### config.mk
export PLATFORM = sky130hd
export DESIGN_NAME = issue_stage
export DESIGN_NICKNAME = d
export VERILOG_FILES = /design/src/rtl/issue_stage_pkg.sv /design/src/rtl/issue_stage_scoreboard.sv /design/src/rtl/issue_stage.sv
export SDC_FILE = /design/constraint.sdc
export NUM_CORES = 1
export LEC_CHECK = 0
export BUFFER_PORTS_ARGS = -buffer_cell sky130_fd_sc_hd__buf_4
export CAP_MARGIN = 40
export CORE_ASPECT_RATIO = 0.9
export CORE_MARGIN = 3
export CORE_UTILIZATION = 59
export DETAILED_ROUTE_END_ITERATION = 7
export GPL_ROUTABILITY_DRIVEN = 1
export GPL_TIMING_DRIVEN = 1
export HOLD_SLACK_MARGIN = 0.12
export PLACE_DENSITY = 0.89
export SKIP_LAST_GASP = 1
export SYNTH_ARGS = -nofsm -noshare
export SYNTH_HDL_FRONTEND = slang
export SYNTH_SLANG_ARGS = --single-unit
### constraint.sdc
create_clock -name clk -period 4.37 [get_ports clk]
set_input_delay 0.874 -clock clk [delete_from_list [all_inputs] [get_ports clk]]
set_output_delay 0.874 -clock clk [all_outputs]
set_load 0.01 [all_outputs]
### src/rtl/issue_stage_pkg.sv
// Shared widths, opcode/class encodings, the issue bundle layout and the combinational
// instruction decoder used by the issue stage.
package issue_stage_pkg;

    localparam int WORD_SIZE           = 32;
    localparam int ARCH_REG_INDEX_SIZE = 5;
    localparam int INSTR_TYPE_SZ       = 2;

    localparam logic [6:0] OPCODE_ALU     = 7'b0110011;
    localparam logic [6:0] OPCODE_ALU_IMM = 7'b0010011;
    localparam logic [6:0] OPCODE_LOAD    = 7'b0000011;
    localparam logic [6:0] OPCODE_STORE   = 7'b0100011;
    localparam logic [6:0] OPCODE_BRANCH  = 7'b1100011;
    localparam logic [6:0] OPCODE_AUIPC   = 7'b0010111;
    localparam logic [6:0] OPCODE_JUMP    = 7'b1101111;
    localparam logic [6:0] MUL_FUNCT7     = 7'b0000001;

    typedef enum logic [INSTR_TYPE_SZ-1:0] {
        INSTR_TYPE_ALU   = 2'd0,
        INSTR_TYPE_MUL   = 2'd1,
        INSTR_TYPE_MEM   = 2'd2,
        INSTR_TYPE_NO_WB = 2'd3
    } instr_type_e;

    typedef struct packed {
        logic [ARCH_REG_INDEX_SIZE-1:0] rs1;
        logic [ARCH_REG_INDEX_SIZE-1:0] rs2;
        logic [ARCH_REG_INDEX_SIZE-1:0] rd;
        logic [WORD_SIZE-1:0]           imm;
        instr_type_e                    instr_type;
        logic [6:0]                     opcode;
        logic [2:0]                     funct3;
        logic [6:0]                     funct7;
        logic                           uses_rs1;
        logic                           uses_rs2;
        logic                           wr_rd;
    } decoded_t;

    typedef struct packed {
        logic [WORD_SIZE-1:0]           pc;
        logic [ARCH_REG_INDEX_SIZE-1:0] rs1;
        logic [ARCH_REG_INDEX_SIZE-1:0] rs2;
        logic [ARCH_REG_INDEX_SIZE-1:0] rd;
        logic [WORD_SIZE-1:0]           imm;
        logic [INSTR_TYPE_SZ-1:0]       instr_type;
        logic [6:0]                     opcode;
        logic [2:0]                     funct3;
        logic [6:0]                     funct7;
        logic                           wr_rd;
    } ex_bundle_t;

    function automatic decoded_t decode(input logic [WORD_SIZE-1:0] instr);
        decoded_t d;
        logic     wb_class;
        d            = '0;
        d.opcode     = instr[6:0];
        d.rd         = instr[11:7];
        d.funct3     = instr[14:12];
        d.rs1        = instr[19:15];
        d.rs2        = instr[24:20];
        d.funct7     = instr[31:25];
        d.instr_type = INSTR_TYPE_NO_WB;
        wb_class     = 1'b0;
        case (d.opcode)
            OPCODE_ALU: begin
                d.uses_rs1   = 1'b1;
                d.uses_rs2   = 1'b1;
                wb_class     = 1'b1;
                d.instr_type = (d.funct7 == MUL_FUNCT7) ? INSTR_TYPE_MUL : INSTR_TYPE_ALU;
            end
            OPCODE_ALU_IMM: begin
                d.uses_rs1   = 1'b1;
                wb_class     = 1'b1;
                d.instr_type = INSTR_TYPE_ALU;
                d.imm        = {{20{instr[31]}}, instr[31:20]};
            end
            OPCODE_LOAD: begin
                d.uses_rs1   = 1'b1;
                wb_class     = 1'b1;
                d.instr_type = INSTR_TYPE_MEM;
                d.imm        = {{20{instr[31]}}, instr[31:20]};
            end
            OPCODE_STORE: begin
                d.uses_rs1   = 1'b1;
                d.uses_rs2   = 1'b1;
                d.instr_type = INSTR_TYPE_MEM;
                d.imm        = {{20{instr[31]}}, instr[31:25], instr[11:7]};
            end
            OPCODE_BRANCH: begin
                d.uses_rs1   = 1'b1;
                d.uses_rs2   = 1'b1;
                d.imm        = {{19{instr[31]}}, instr[31], instr[7], instr[30:25],
                                instr[11:8], 1'b0};
            end
            OPCODE_AUIPC: begin
                wb_class     = 1'b1;
                d.instr_type = INSTR_TYPE_ALU;
                d.imm        = {instr[31:12], 12'b0};
            end
            OPCODE_JUMP: begin
                wb_class     = 1'b1;
                d.instr_type = INSTR_TYPE_ALU;
                d.imm        = {{11{instr[31]}}, instr[31], instr[19:12], instr[20],
                                instr[30:21], 1'b0};
            end
            default: ;
        endcase
        // x0 is hardwired, so writes to it never need tracking
        d.wr_rd = wb_class && (d.rd != '0);
        return d;
    endfunction

endpackage

### src/rtl/issue_stage_scoreboard.sv
// One busy bit per architectural register: set on issue, cleared by writeback or by
// flushing the held bundle. Register 0 is never busy.
module issue_stage_scoreboard #(
    parameter int NUM_REGS = 32,
    parameter int IDX_W    = $clog2(NUM_REGS)
) (
    input  logic             clk,
    input  logic             rst_n,
    input  logic             set_en,
    input  logic [IDX_W-1:0] set_idx,
    input  logic             wb_clr_en,
    input  logic [IDX_W-1:0] wb_clr_idx,
    input  logic             fl_clr_en,
    input  logic [IDX_W-1:0] fl_clr_idx,
    input  logic [IDX_W-1:0] rd_idx_a,
    input  logic [IDX_W-1:0] rd_idx_b,
    input  logic [IDX_W-1:0] rd_idx_c,
    output logic             busy_a,
    output logic             busy_b,
    output logic             busy_c
);

    logic [NUM_REGS-1:0] busy_q;
    logic [NUM_REGS-1:0] busy_d;

    // clears are applied after the set so a clear wins on a collision
    always_comb begin
        busy_d = busy_q;
        if (set_en) busy_d[set_idx] = 1'b1;
        if (wb_clr_en) busy_d[wb_clr_idx] = 1'b0;
        if (fl_clr_en) busy_d[fl_clr_idx] = 1'b0;
        busy_d[0] = 1'b0;
    end

    always_ff @(posedge clk or negedge rst_n) begin
        if (!rst_n) busy_q <= '0;
        else        busy_q <= busy_d;
    end

    assign busy_a = busy_q[rd_idx_a];
    assign busy_b = busy_q[rd_idx_b];
    assign busy_c = busy_q[rd_idx_c];

endmodule

### src/rtl/issue_stage.sv
// Decode/issue stage: decodes the fetched word, stalls on RAW/WAW against the scoreboard
// and holds a registered issue bundle for execute under valid/ready.
module issue_stage
    import issue_stage_pkg::*;
#(
    parameter int NUM_REGS = 32
) (
    input  logic                           clk,
    input  logic                           rst_n,
    input  logic                           if_valid,
    input  logic [WORD_SIZE-1:0]           if_pc,
    input  logic [WORD_SIZE-1:0]           if_instr,
    output logic                           if_ready,
    output logic                           ex_valid,
    input  logic                           ex_ready,
    output logic [WORD_SIZE-1:0]           ex_pc,
    output logic [ARCH_REG_INDEX_SIZE-1:0] ex_rs1,
    output logic [ARCH_REG_INDEX_SIZE-1:0] ex_rs2,
    output logic [ARCH_REG_INDEX_SIZE-1:0] ex_rd,
    output logic [WORD_SIZE-1:0]           ex_imm,
    output logic [INSTR_TYPE_SZ-1:0]       ex_instr_type,
    output logic [6:0]                     ex_opcode,
    output logic [2:0]                     ex_funct3,
    output logic [6:0]                     ex_funct7,
    output logic                           ex_wr_rd,
    input  logic                           wb_valid,
    input  logic [ARCH_REG_INDEX_SIZE-1:0] wb_rd,
    input  logic                           flush
);

    decoded_t   dec;
    ex_bundle_t bundle_q, bundle_d;
    logic       ex_valid_q, ex_valid_d;
    logic       busy_rs1, busy_rs2, busy_rd;
    logic       hazard, slot_free, issue, flush_clr;

    assign dec = decode(if_instr);

    issue_stage_scoreboard #(
        .NUM_REGS (NUM_REGS),
        .IDX_W    (ARCH_REG_INDEX_SIZE)
    ) u_scoreboard (
        .clk        (clk),
        .rst_n      (rst_n),
        .set_en     (issue && dec.wr_rd),
        .set_idx    (dec.rd),
        .wb_clr_en  (wb_valid),
        .wb_clr_idx (wb_rd),
        .fl_clr_en  (flush_clr),
        .fl_clr_idx (bundle_q.rd),
        .rd_idx_a   (dec.rs1),
        .rd_idx_b   (dec.rs2),
        .rd_idx_c   (dec.rd),
        .busy_a     (busy_rs1),
        .busy_b     (busy_rs2),
        .busy_c     (busy_rd)
    );

    assign hazard    = (dec.uses_rs1 && busy_rs1) || (dec.uses_rs2 && busy_rs2) ||
                       (dec.wr_rd && busy_rd);
    assign slot_free = !ex_valid_q || ex_ready;
    assign if_ready  = slot_free && !hazard && !flush;
    assign issue     = if_valid && if_ready;
    // only a still-held bundle owns a reservation worth undoing
    assign flush_clr = flush && ex_valid_q && bundle_q.wr_rd;

    always_comb begin
        bundle_d   = bundle_q;
        ex_valid_d = ex_valid_q;
        if (flush) begin
            ex_valid_d = 1'b0;
        end else if (issue) begin
            ex_valid_d          = 1'b1;
            bundle_d.pc         = if_pc;
            bundle_d.rs1        = dec.rs1;
            bundle_d.rs2        = dec.rs2;
            bundle_d.rd         = dec.rd;
            bundle_d.imm        = dec.imm;
            bundle_d.instr_type = dec.instr_type;
            bundle_d.opcode     = dec.opcode;
            bundle_d.funct3     = dec.funct3;
            bundle_d.funct7     = dec.funct7;
            bundle_d.wr_rd      = dec.wr_rd;
        end else if (ex_ready) begin
            ex_valid_d = 1'b0;
        end
    end

    always_ff @(posedge clk or negedge rst_n) begin
        if (!rst_n) begin
            ex_valid_q <= 1'b0;
            bundle_q   <= '0;
        end else begin
            ex_valid_q <= ex_valid_d;
            bundle_q   <= bundle_d;
        end
    end

    assign ex_valid      = ex_valid_q;
    assign ex_pc         = bundle_q.pc;
    assign ex_rs1        = bundle_q.rs1;
    assign ex_rs2        = bundle_q.rs2;
    assign ex_rd         = bundle_q.rd;
    assign ex_imm        = bundle_q.imm;
    assign ex_instr_type = bundle_q.instr_type;
    assign ex_opcode     = bundle_q.opcode;
    assign ex_funct3     = bundle_q.funct3;
    assign ex_funct7     = bundle_q.funct7;
    assign ex_wr_rd      = bundle_q.wr_rd;

endmodule

==> run summary, run 1 <==
final hold vios = 0
Fmax = 0.2760 GHz
Syn Inst Count = 630
Setup Buffers After CTS = 0
reg2reg setup slack = 1.53 ns
share of the yosys chip area belonging to registers = 0.4430
Port Buffer Count = 175
endpoints failing setup = 0
Post-CTS Resized = 0
flops & latches, synth = 131
Final GP Congestion = 0.9583
Setup CP Type = input pin to output pin
run status = complete, no violations
Area Overhead vs Synth = 24.26%
yosys warns = 0
total grt overflow = 0
Max FO, Critical Path = 13
crit start category = input pin
Post-synth top flop = dfrtp_1
Final Cycle Share = 0.8291
die width = 124.0 um
CTS Buffer Depth = 2
max cap viols = 0
Power Dens Cells = 393.6 nW/um^2
wire length of the first global-routing pass = 35.38 mm
Diodes inserted = 0
routed wire length per instance = 23.90 um
CTS Hold Bufs = 0
CTS tree = yes
Post-Route WL = 23.01 mm
Final Critical Period = 3.623 ns
PnR worst setup slack = 0.7466 ns
Post-Syn Nets = 705
Critical Path AT = 2.75 ns
CTS buffer count = 17
Hold WC Path Type = input pin to async pin
antenna viol nets, final = 0
Peak VDD IR = 0.2916 mV
WP data required = 3.50 ns
Fin Hold WS = 0.4165 ns
max-slew violations = 0
first drt pass iteration count = 6
CTS sink cnt = 131
Die H = 112.2 um
Worst Setup End Kind = output pin
vias per cell = 6.374
clock insertion delay at the later pin of the skew report = 0.42 ns
mean post-synth cell area = 11.75 sq um
num ports = 176
H-tree depth = 4
Root Buffer = clkbuf_16
largest net degree at the start of global routing = 56
drt drc = 0
Initial DRC Count = 715
post-layout utilization of the core = 0.7554
count of cell types in the netlist = 62
row count = 38
hpwl dp = 16.47 mm
NumNets Final = 867
routed via count = 6138
Post-synth ARST share = 1.000
clock-pin slew on the worst setup and hold paths = 0.06 ns
Die Area = 13920 sq um
number of synthesized flops with an enable pin = 0
initial antenna violation count = 0
dpl ws = 0.7352 ns
Mapped Area = 7400 sq um
Core Box Area = 12170 sq um
Tightest Pin Transition = 0.7702 ns
worst relative slew slack = 0.4846
Initial Utilization = 0.6079
Setup TNS Final = 0 ns
RSZ-0062 raised after global routing = no
layout cells sized above 1 = 0.4010
Tot Pwr = 0.003619 W
vias in the first global route = 6141
Leak Pwr = 4.391 nW
clk_skew = 0.005556 ns
GRT Util Overall = 0.3364
==> final timing paths <==
path | cells after the start | end | from
worst max-delay path | 8 | if_ready | if_instr[22]
worst min-delay path | 1 | ex_pc[18] | rst_n
worst max register to register | 7 | ex_funct3[0] | u_scoreboard.busy_q[16]
worst min register to register | 1 | ex_opcode[2] | ex_opcode[2]
max in group asynchronous | 3 | ex_pc[0] | rst_n
min in group clk | 1 | ex_opcode[2] | ex_opcode[2]
==> placed cells by master (no fill, tap or decap), types with 10 or more instances in the layout <==
cell type | netlist | routed
nand3_1 | 17 | 17
nor2_1 | 24 | 24
o22ai_1 | 18 | 18
nand2_1 | 50 | 50
o21ai_0 | 15 | 15
buf_4 | 1 | 181
mux2i_1 | 42 | 42
clkbuf_16 | 0 | 17
mux4_2 | 14 | 14
inv_1 | 41 | 41
dfrtp_1 | 131 | 131
or2_2 | 10 | 10
a21oi_1 | 24 | 24
mux2_4 | 72 | 72
a22oi_1 | 18 | 18
==> final cells by class <==
class                      count  area (sq um)
clock buffer                  21         470.5
clock inverter                 9         58.81
inverter                      41         153.9
tap                          160         200.2
sequential                   131          3278
multi-input combinational    418          3635
timing repair buffer         183          1399
fill                         757          2977
==> state kept, by name, summed over array words and instances (netlist names), 3 cells and up <==
name	cells
ex_funct7	7
ex_opcode	7
ex_imm	32
ex_rd	5
ex_rs2	5
ex_pc	32
ex_funct3	3
u_scoreboard.busy_q	31
ex_rs1	5
==> worst max-delay path: stages <==
cell and delay [ns]:
buf_4 0.21, mux4_1 0.59, mux2i_1 0.14, o21ai_0 0.13, o2111ai_4 0.32, nand3_1 0.12
nor2_1 0.20, buf_4 0.16
==> Yosys cell counts, types with 3 or more instances <==
cell / number / area share
buf_12: 8 / 0.022
inv_1: 41 / 0.021
mux2_4: 72 / 0.15
or2_2: 10 / 0.0085
and3_1: 7 / 0.0059
clkbuf_1: 15 / 0.0076
nand4b_1: 3 / 0.0036
o31ai_1: 4 / 0.0041
nand2_1: 50 / 0.025
buf_2: 9 / 0.0061
o22ai_1: 18 / 0.015
o221ai_1: 5 / 0.0059
and2_1: 3 / 0.0025
nor2_1: 24 / 0.012
o2bb2ai_1: 9 / 0.011
nand2b_1: 5 / 0.0042
mux2i_1: 42 / 0.057
or3_1: 3 / 0.0025
nand3_1: 17 / 0.011
and3b_1: 4 / 0.0047
buf_6: 5 / 0.0076
nor2b_1: 7 / 0.0059
mux4_2: 14 / 0.043
nor3_1: 9 / 0.0061
mux2_2: 5 / 0.0076
nor3b_1: 4 / 0.0041
nand4_1: 5 / 0.0042
o2111ai_1: 3 / 0.0036
a22o_1: 4 / 0.0047
a21oi_1: 24 / 0.016
dfrtp_1: 131 / 0.44
o21ai_0: 15 / 0.010
a22oi_1: 18 / 0.018
==> kinds of logic (layout without fill, tap and decap cells) <==
group,after synthesis,in the layout,share of synthesized area
flip-flops,131,131,0.4430
multiplexers,135,135,0.2602
AND/OR/NAND/NOR,161,161,0.1141
buffers and inverters,81,254,0.06578
AO/OA/AOI/OAI,122,122,0.1168
==> layer usage <==
layer  global-route usage  vias to the layer above  wire length, um
met5                    0                        -                0
met4               0.1204                        0              667
met3              0.08463                       56             2153
met2               0.5349                      357            11250
met1               0.4493                     3091             8944
li1                     -                     2634                -
==> per-stage QoR <==
step                cell area, sq um  instances
floorplan                       7400        630
global placement                8646        932
detailed placement              8666        933
CTS                             9195        963
global route                    9195        963
finish                          9195        963
==> power by group <==
| group | leakage, nW | internal, W | switching, W | total, W |
|---|---|---|---|---|
| clock | 0.253 | 0.000758 | 0.000527 | 0.00128 |
| combinational | 2.49 | 0.000459 | 0.000367 | 0.000826 |
| sequential | 1.65 | 0.00137 | 0.000143 | 0.00151 |
| total | 4.39 | 0.00258 | 0.00104 | 0.00362 |
Note: power is estimated with default switching activity, not from simulation.
==> inputs of run 2 (changes only) <==
--- a/config.mk
+++ b/config.mk
@@ -5,16 +5,17 @@
 export SDC_FILE = /design/constraint.sdc
 export NUM_CORES = 1
 export LEC_CHECK = 0
+export ABC_AREA = 1
 export BUFFER_PORTS_ARGS = -buffer_cell sky130_fd_sc_hd__buf_4
 export CAP_MARGIN = 40
 export CORE_ASPECT_RATIO = 0.9
 export CORE_MARGIN = 3
-export CORE_UTILIZATION = 59
+export CORE_UTILIZATION = 54
 export DETAILED_ROUTE_END_ITERATION = 7
 export GPL_ROUTABILITY_DRIVEN = 1
 export GPL_TIMING_DRIVEN = 1
 export HOLD_SLACK_MARGIN = 0.12
-export PLACE_DENSITY = 0.89
+export PLACE_DENSITY = 0.83
 export SKIP_LAST_GASP = 1
 export SYNTH_ARGS = -nofsm -noshare
 export SYNTH_HDL_FRONTEND = slang
==> constraint.sdc (replaced) <==
create_clock -name clk -period 3.6 [get_ports clk]
set_input_delay 0.72 -clock clk [delete_from_list [all_inputs] [get_ports clk]]
set_output_delay 0.72 -clock clk [all_outputs]
set_load 0.01 [all_outputs]
==> run summary, run 2 <==
r2r endpoint = u_scoreboard.busy_q[4]
Post-Route WL = 22.81 mm
Worst Setup SP = if_instr[1]
total grt overflow = 0
routed wire length per instance = 18.28 um
Cell Chain, Critical Path = buf_4 -> nand2_1 -> inv_1 -> nand3_1 -> nor2_1 -> inv_1 -> nand2_1 -> nand3_1 -> nand3_2 -> nor2_4 -> buf_4
CTS buffer count = 17
count of cell types in the netlist = 25
clock insertion delay at the later pin of the skew report = 0.42 ns
Worst Setup End Kind = output pin
WP data required = 2.88 ns
CTS tree = yes
number of synthesized flops with an enable pin = 0
Syn Inst Count = 918
Initial DRC Count = 1041
Post-synth ARST share = 1.000
Setup CP Type = input pin to output pin
Diodes inserted = 0
CP delay by family, top = simple AND/OR/NAND/NOR gates
reg2reg setup slack = 1.32 ns
mean post-synth cell area = 7.489 sq um
antenna viol nets, final = 0
post-synth top area share = 0.4768
layout cells sized above 1 = 0.2114
WP buf/inv = 4
Post-Syn Nets = 993
Critical Path AT = 2.34 ns
number of cells on the critical path = 11
post-layout utilization of the core = 0.7244
Post-synth top flop = dfrtp_1
Fmax = 0.3270 GHz
vias per cell = 5.941
fin cells = 1248
Core Box Area = 12270 sq um
slowest stage delay, CP = 0.46 ns
Area Overhead vs Synth = 29.24%
Initial Utilization = 0.5605
CP Capture Point = if_ready
most frequent cells in the layout = 235 x nand2_1, 188 x buf_4, 131 x dfrtp_1
share of the yosys chip area belonging to registers = 0.4768
synth cell count leaders = 235 x nand2_1, 131 x dfrtp_1, 121 x nand3_1, 79 x inv_1, 64 x a21oi_1
Setup Buffers After CTS = 0
cell taking the most area after synthesis = dfrtp_1
Final Cycle Share = 0.8494
NumNets Final = 1150
Slowest-stage cell, CP = nor2_1
CTS sink cnt = 131
crit start category = input pin
first drt pass iteration count = 6
most common cell in the netlist = nand2_1
hpwl dp = 16.33 mm
initial antenna violation count = 0
placed instance area = 8265 sq um
wire length of the first global-routing pass = 36.13 mm
Final GP Congestion = 0.9577
GRT Util Overall = 0.3199
clock-pin slew on the worst setup and hold paths = 0.06 ns
max cap viols = 0
yosys warns = 0
flops & latches, synth = 131
Mapped Area = 6875 sq um
num ports = 176
Port Buffer Count = 175
placed cells = 1216
Max FO, Critical Path = 8
H-tree depth = 4
Synth area leaders = dfrtp_1 48%, nand2_1 13%, nand3_1 8.8%
clk_skew = 0.009046 ns
max-slew violations = 0
Power Dens Cells = 529.5 nW/um^2
Post-CTS Resized = 0
CTS Buffer Depth = 2
Final Critical Period = 3.058 ns
endpoints failing setup = 0
die width = 124.9 um
Hold WC Path Type = input pin to async pin
row count = 38
largest net degree at the start of global routing = 52
final hold vios = 0
drt drc = 0
worst relative slew slack = 0.6053
run status = complete, no violations
worst reg2reg path depth = 12
routed via count = 7414
RSZ-0062 raised after global routing = no
Peak VDD IR = 0.3892 mV
Root Buffer = clkbuf_16
reg-to-reg startpoint = u_scoreboard.busy_q[26]
post-route cell area = 8886 sq um
Die Area = 14120 sq um
Tot Pwr = 0.004705 W
Leak Pwr = 4.474 nW
Die H = 113.0 um
most common cell after layout, fill and taps aside = nand2_1
Setup TNS Final = 0 ns
CTS Hold Bufs = 0
vias in the first global route = 6832
Tightest Pin Transition = 0.5920 ns
-- run 2: worst reg2reg max path, cell delays in order, from the launching register on --
cell and delay (ns):
dfrtp_1 0.41, inv_1 0.14, nand2_1 0.07, nand3_1 0.09, nand3_1 0.11, nand3_1 0.09
nand3_1 0.07, nand3_1 0.12, nand3_2 0.10, nor2_4 0.20, buf_4 0.36, nand4_1 0.19
a21oi_1 0.23
-- run 2: through the flow --
| step | worst slack (ns) | hold WS [ns] |
|---|---|---|
| after floorplan | 0.9208 | 0.4244 |
| after global placement | 0.5834 | 0.4551 |
| after detailed placement | 0.6134 | 0.4593 |
| after CTS | 0.6055 | 0.3031 |
| after global routing | 0.3614 | 0.3157 |
| final | 0.5422 | 0.2891 |
-- run 2: power breakdown --
group | internal, W | switching, W
combinational | 0.000422 | 0.000620
sequential | 0.00169 | 0.000158
clock | 0.00115 | 0.000664
-- run 2: worst min-delay path by stage --
stage,from,endpoint,slack [ns]
2_1_floorplan,rst_n,ex_funct3[0],0.42
3_3_place_gp,ex_pc[9],ex_pc[9],0.46
3_5_place_dp,ex_pc[17],ex_pc[17],0.46
4_1_cts,rst_n,ex_funct7[0],0.30
5_1_grt,rst_n,ex_funct7[0],0.32
6_report,rst_n,ex_funct7[0],0.29
-- run 2: final cells by class --
class | count | area (sq um)
Fill cell | 1006 | 3381
Timing Repair Buffer | 190 | 1451
Clock buffer | 21 | 470.5
Tap cell | 160 | 200.2
Sequential cell | 131 | 3278
Inverter | 83 | 311.5
Multi-Input combinational cell | 652 | 3024
Clock inverter | 11 | 150.1
-- run 2: cells by family after synthesis --
group                  Yosys count  share of synthesized area
and+or+nand+nor                469                     0.2957
AOI/OAI and AO/OA              183                     0.1434
buffers and inverters          135                    0.08407
DFF                            131                     0.4768
-- run 2: layer usage --
layer	vias to the layer above	GRT usage	wire length (um)
met2	488	0.4809	10220
li1	3417	-	-
met5	-	0	0
met1	3442	0.4530	9450
met3	67	0.07928	2526
met4	0	0.1221	612
